## src/rtl/fb_scanout.sv

```systemverilog
// Framebuffer scan-out: raster-order reads of an RGB565 framebuffer driving a
// 12-bit VGA port, with frame_start/vblank pacing outputs for the renderers.
module fb_scanout #(
  parameter int CLK_DIV  = 4,
  parameter int H_ACTIVE = 640,
  parameter int H_FP     = 16,
  parameter int H_SYNC   = 96,
  parameter int H_BP     = 48,
  parameter int V_ACTIVE = 480,
  parameter int V_FP     = 10,
  parameter int V_SYNC   = 2,
  parameter int V_BP     = 33
) (
  input  logic        clk,
  input  logic        rstn,
  output logic [18:0] fb_addr,
  output logic        fb_rd,
  input  logic [15:0] fb_data,
  output logic [3:0]  vga_r,
  output logic [3:0]  vga_g,
  output logic [3:0]  vga_b,
  output logic        vga_hs,
  output logic        vga_vs,
  output logic        frame_start,
  output logic        vblank
);

  localparam int H_TOTAL = H_ACTIVE + H_FP + H_SYNC + H_BP;
  localparam int V_TOTAL = V_ACTIVE + V_FP + V_SYNC + V_BP;
  localparam int H_W     = $clog2(H_TOTAL);
  localparam int V_W     = $clog2(V_TOTAL);
  localparam int DIV_W   = $clog2(CLK_DIV);

  localparam logic [DIV_W-1:0] DIV_LAST = DIV_W'(CLK_DIV - 1);
  localparam logic [H_W-1:0]   H_LAST   = H_W'(H_TOTAL - 1);
  localparam logic [H_W-1:0]   H_ACT    = H_W'(H_ACTIVE);
  localparam logic [H_W-1:0]   HS_BEG   = H_W'(H_ACTIVE + H_FP);
  localparam logic [H_W-1:0]   HS_END   = H_W'(H_ACTIVE + H_FP + H_SYNC - 1);
  localparam logic [V_W-1:0]   V_LAST   = V_W'(V_TOTAL - 1);
  localparam logic [V_W-1:0]   V_ACT    = V_W'(V_ACTIVE);
  localparam logic [V_W-1:0]   VS_BEG   = V_W'(V_ACTIVE + V_FP);
  localparam logic [V_W-1:0]   VS_END   = V_W'(V_ACTIVE + V_FP + V_SYNC - 1);

  // Blanked pixels must show black regardless of what the BRAM returns.
  function automatic logic [11:0] blank_rgb(input logic de, input logic [11:0] c);
    return de ? c : 12'h000;
  endfunction

  logic [DIV_W-1:0] div_cnt;
  logic [H_W-1:0]   h_cnt;
  logic [V_W-1:0]   v_cnt;
  logic [18:0]      addr_cnt;
  logic             pix_ce;
  logic             frame_wrap;
  logic             vld_p0, hs_p0, vs_p0;
  logic             vld_p1, hs_p1, vs_p1;
  logic [11:0]      px_444;
  logic             unused_lsbs;

  assign pix_ce     = (div_cnt == DIV_LAST);
  assign frame_wrap = (h_cnt == H_LAST) && (v_cnt == V_LAST);
  assign vld_p0     = (h_cnt < H_ACT) && (v_cnt < V_ACT);
  assign hs_p0      = (h_cnt >= HS_BEG) && (h_cnt <= HS_END);
  assign vs_p0      = (v_cnt >= VS_BEG) && (v_cnt <= VS_END);
  assign px_444      = {fb_data[15:12], fb_data[10:7], fb_data[4:1]};
  assign unused_lsbs = ^{fb_data[11], fb_data[6:5], fb_data[0]};

  always_ff @(posedge clk or negedge rstn) begin
    if (!rstn) begin
      div_cnt <= '0;
      h_cnt   <= '0;
      v_cnt   <= '0;
    end else begin
      div_cnt <= pix_ce ? '0 : div_cnt + 1'b1;
      if (pix_ce) begin
        if (h_cnt == H_LAST) begin
          h_cnt <= '0;
          v_cnt <= (v_cnt == V_LAST) ? '0 : v_cnt + 1'b1;
        end else begin
          h_cnt <= h_cnt + 1'b1;
        end
      end
    end
  end

  // Stage A: issue the read for the current pixel and capture its timing flags
  always_ff @(posedge clk or negedge rstn) begin
    if (!rstn) begin
      fb_addr     <= '0;
      fb_rd       <= 1'b0;
      addr_cnt    <= '0;
      frame_start <= 1'b0;
      vblank      <= 1'b0;
      vld_p1      <= 1'b0;
      hs_p1       <= 1'b0;
      vs_p1       <= 1'b0;
    end else begin
      fb_rd       <= 1'b0;
      frame_start <= 1'b0;
      if (pix_ce) begin
        if (vld_p0) begin
          fb_addr  <= addr_cnt;
          fb_rd    <= 1'b1;
          addr_cnt <= addr_cnt + 19'd1;
        end
        if (frame_wrap) begin
          addr_cnt    <= '0;
          frame_start <= 1'b1;
        end
        vblank <= (v_cnt >= V_ACT);
        vld_p1 <= vld_p0;
        hs_p1  <= hs_p0;
        vs_p1  <= vs_p0;
      end
    end
  end

  // Stage B: read data has settled by the next pix_ce; drive the VGA port
  always_ff @(posedge clk or negedge rstn) begin
    if (!rstn) begin
      {vga_r, vga_g, vga_b} <= 12'h000;
      vga_hs                <= 1'b1;
      vga_vs                <= 1'b1;
    end else if (pix_ce) begin
      {vga_r, vga_g, vga_b} <= blank_rgb(vld_p1, px_444);
      vga_hs                <= ~hs_p1;
      vga_vs                <= ~vs_p1;
    end
  end

endmodule

```

## config.mk

```make
export PLATFORM = sky130hd
export DESIGN_NAME = fb_scanout
export DESIGN_NICKNAME = d
export VERILOG_FILES = /design/src/rtl/fb_scanout.sv
export SDC_FILE = /design/constraint.sdc
export NUM_CORES = 1
export LEC_CHECK = 0
export BUFFER_PORTS_ARGS = -buffer_cell sky130_fd_sc_hd__buf_4
export CORE_ASPECT_RATIO = 1.75
export CORE_MARGIN = 1
export CORE_UTILIZATION = 60
export CTS_BUF_LIST = sky130_fd_sc_hd__clkbuf_8
export DETAILED_ROUTE_END_ITERATION = 12
export GPL_ROUTABILITY_DRIVEN = 0
export PLACE_DENSITY = 0.92
export SKIP_CTS_REPAIR_TIMING = 1
export SYNTH_ARGS = -nofsm -noshare
export SYNTH_HDL_FRONTEND = slang
export SYNTH_SLANG_ARGS = --single-unit
```

## constraint.sdc

```tcl
create_clock -name clk -period 3.5 [get_ports clk]
set_clock_uncertainty 0.1 [all_clocks]
set_input_delay 0.7 -clock clk [delete_from_list [all_inputs] [get_ports clk]]
set_output_delay 0.7 -clock clk [all_outputs]
set_load 0.01 [all_outputs]
```

==> out/qor_table.md <==
| Item | This run |
| --- | --- |
| Status | finished, final reports clean |
| Later-pin clock latency in the skew report | 0.37 ns |
| Count of antenna diodes in the layout | 0 |
| Clock root cell | sky130_fd_sc_hd__clkbuf_8 |
| Leakage power summed over all cells | 1.974 nW |
| Total global-route track usage | 0.2661 |
| Largest cells by area after synthesis | sky130_fd_sc_hd__dfrtp_1, sky130_fd_sc_hd__o21ai_0, sky130_fd_sc_hd__nand2_1 |
| Clock Sinks | 80 |
| Total CTS buffers | 9 |
| Post-synthesis net count | 405 |
| Residual overflow from global routing | 0 |
| Proportion of power drawn by the clock network | 0.391 |
| Number of max-slew violations in the final report | 0 |
| Critical Path Stages | 6 |
| Max-Slew Margin vs Limit | 0.3557 |
| Antenna Violating Nets Remaining | 0 |
| Routed vias/inst | 5.803 |
| Ports placed on the boundary | 54 |
| CTS tree | done |
| DRT Pass-1 Iters | 5 |
| # Max-Cap Violations | 0 |
| Proportion of layout cells with a drive suffix above 1 | 0.1907 |
| Fill count | 454 |
| Type of destination of the critical path | flip-flop |
| Mean instance size in the synthesized netlist | 9.799 sq um |
| Largest delay contributor family on the critical path | compound AO/OA/AOI/OAI gates |
| Vias in the first global route | 2,854 |
| Power per Cell Area | 375.0 nW/um^2 |
| Most area-hungry cell type in the Yosys netlist | sky130_fd_sc_hd__dfrtp_1 |
| Achievable Freq | 408.7 MHz |
| Site Rows | 37 |
| Floorplan die width | 61.55 um |
| Count of warnings emitted by yosys | 0 |
| Required arrival time at the worst endpoint | 3.61 ns |
| Dominant register cell in the synthesized netlist | sky130_fd_sc_hd__dfrtp_1 |
| Post-synthesis instance area | 3724 sq um |
| H-tree levels | 3 |
| Setup Crit Path Kind | flip-flop to flip-flop |
| Buffering stage count on the worst path with inverters included | 1 |
| FF+latch count, synth | 80 |
| Unrepaired setup endpoints after global routing | false |
| Die area | 6538 sq um |
| Post-synthesis async set-or-reset flop share | 1.000 |
| Height of the die | 106.2 um |
| Layout Nets | 450 |
| CTS clk-pin slew, worst paths | 0.08 ns |
| Slowest stage cell, crit path | sky130_fd_sc_hd__o21ai_2 |
| Type of the most critical hold path | flip-flop to flip-flop |
| Area share of the largest cell type after synthesis | 0.5242 |
| Time the final worst path needs with I/O delays and setup | 2.447 ns |
| Number of instances in the synthesized netlist | 380 |
| Detailed placement HPWL | 5354 um |
| Setup crit start kind | flip-flop |
| Peak supply drop | 0.3098 mV |
| Number of enable flip-flop cells after synthesis | 0 |
| Setup tns final | 0 ns |
| Hold violation total from the final report | 0 |
| Switching power share of the total | 0.2295 |
| Pint | 1.244 mW |
| Count of final setup violators | 0 |
| Number of design rule violations left after detail routing | 0 |
| Transition at the pin with the smallest max-transition slack | 0.9665 ns |
| Net switching power | 0.3705 mW |
| IO buf count | 49 |
| Most frequent cell after synthesis | sky130_fd_sc_hd__dfrtp_1 |
| Initial Utilization | 0.6284 |
| Maximum number of pins on one net before global-route repair | 81 |
| Commonest cells in the synthesized netlist | sky130_fd_sc_hd__dfrtp_1, sky130_fd_sc_hd__nand2_1, sky130_fd_sc_hd__o21ai_0 |
| Post-synthesis to final-layout area growth | 15.59% |
| Core Box Area | 5926 sq um |
| Sequential cell fraction of total power | 0.579 |
| Via count | 2,948 |
| Final Total Pwr | 1.614 mW |
| Worst EP arrival | 2.56 ns |
| Worst path max stage delay | 0.74 ns |
| Series of cell instances along the critical path | inv_1 -> ha_1 -> and4bb_2 -> nand3_1 -> o21ai_2 -> o221ai_1 |
| Share of the yosys chip area belonging to registers | 0.5383 |
| 1st-iter DRT viols | 269 |
| Cell depth of the worst min-delay path | 1 |
| Relative contribution of combinational cells to total power | 0.030 |
| Top fanout value on the critical path | 17 |
| CTS Buffer Depth | 2 |
| Final clock period utilization by the worst path | 0.6992 |
| DRT Wirelength | 7680 um |
| Initial antenna violation count | 0 |
| Wire length of the first global-routing pass | 12,820 um |
| Number of cell instances on the worst register-to-register path | 6 |
| Routed wirelength normalized by instance count | 15.12 um |
| Unique cell type count in the Yosys netlist | 48 |
==> cells in the final DEF, fill, tap and decap left out, types with 3 or more instances in the layout <==
master and n:
sky130_fd_sc_hd__a22o_1 3, sky130_fd_sc_hd__a21oi_1 7, sky130_fd_sc_hd__or3_1 7, sky130_fd_sc_hd__nand4_1 13, sky130_fd_sc_hd__o221ai_1 10, sky130_fd_sc_hd__a31oi_1 3
sky130_fd_sc_hd__mux2_2 3, sky130_fd_sc_hd__xor2_1 5, sky130_fd_sc_hd__nor3_1 3, sky130_fd_sc_hd__inv_1 37, sky130_fd_sc_hd__nor2_1 17, sky130_fd_sc_hd__nand3_1 31
sky130_fd_sc_hd__o211ai_1 5, sky130_fd_sc_hd__o21ai_0 43, sky130_fd_sc_hd__and3_1 7, sky130_fd_sc_hd__nand2_1 44, sky130_fd_sc_hd__ha_1 7, sky130_fd_sc_hd__clkbuf_8 11
sky130_fd_sc_hd__dfrtp_1 78, sky130_fd_sc_hd__xnor2_1 7, sky130_fd_sc_hd__buf_4 51, sky130_fd_sc_hd__and4_1 3
==> cells by family after synthesis <==
family	Yosys count	share of synthesized area
mux	4	0.01176
flops	80	0.5383
fa+ha+maj	7	0.02352
buf+inv	53	0.05880
simple gates	144	0.2056
xor+xnor	12	0.02823
compound gates	80	0.1337
==> routing by layer <==
metal | global-route usage | routed length [um]
met3 | 0.06204 | 277
met2 | 0.4163 | 4154
met1 | 0.3152 | 2939
met4 | 0.1714 | 309
met5 | 0 | 0
==> per-stage QoR <==
step / utilization / setup WS (ns) / cells / hold slack [ns] / cell area [sq um]
4_1_cts: 0.7264 / 1.068 / 508 / 0.3392 / 4304
6_report: 0.7264 / 1.053 / 508 / 0.3373 / 4304
3_5_place_dp: 0.6953 / 1.084 / 492 / 0.3279 / 4120
5_1_grt: 0.7264 / 0.8730 / 508 / 0.3550 / 4304
2_1_floorplan: - / 1.545 / 380 / 0.3031 / 3724
3_3_place_gp: 0.6953 / 1.157 / 492 / 0.3153 / 4120
==> worst register-to-register path: stages, from the launching register on <==
cell and delay (ns):
sky130_fd_sc_hd__dfrtp_1 0.41, sky130_fd_sc_hd__inv_1 0.12, sky130_fd_sc_hd__ha_1 0.16, sky130_fd_sc_hd__and4bb_2 0.25, sky130_fd_sc_hd__nand3_1 0.30, sky130_fd_sc_hd__o21ai_2 0.75
sky130_fd_sc_hd__o221ai_1 0.20
==> path summary, 6_finish.rpt <==
check                           start     endpoint  slack (ns)
setup / recovery             v_cnt[0]  addr_cnt[7]        1.05
hold / removal             div_cnt[0]   div_cnt[0]        0.34
setup reg to reg             v_cnt[0]  addr_cnt[7]        1.05
hold reg to reg            div_cnt[0]   div_cnt[0]        0.34
max in group asynchronous        rstn     h_cnt[1]        2.29
min in group asynchronous        rstn  fb_addr[18]        0.38
==> flip-flops by register name (all words and copies together) (netlist names) <==
signal	flops
addr_cnt	19
fb_addr	19
h_cnt	10
v_cnt	10
vga_b	4
vga_g	4
vga_r	4
div_cnt	2
fb_rd	1
frame_start	1
hs_p1	1
vblank	1
vga_hs	1
vga_vs	1
vld_p1	1
vs_p1	1
==> layout make-up <==
cell class | count | area, sq um | area share
clock buffer | 11 | 151.4 | 0.03517
timing repair buffer | 51 | 382.9 | 0.08895
multi-input combinational | 247 | 1500 | 0.3485
tap | 78 | 97.59 | 0.02267
clock inverter | 5 | 32.53 | 0.007558
sequential | 80 | 2004 | 0.4657
inverter | 36 | 135.1 | 0.03140
==> power by group through the flow <==
stage	clock network (mW)	registers, mW	logic [mW]
after floorplan	0	0.956	0.00440
after global placement	0	0.952	0.0487
after detailed placement	0	0.953	0.0502
after CTS	0.641	0.934	0.0503
after global routing	0.676	0.935	0.0547
final	0.631	0.934	0.0487
Power figures use the tool's default switching activity.
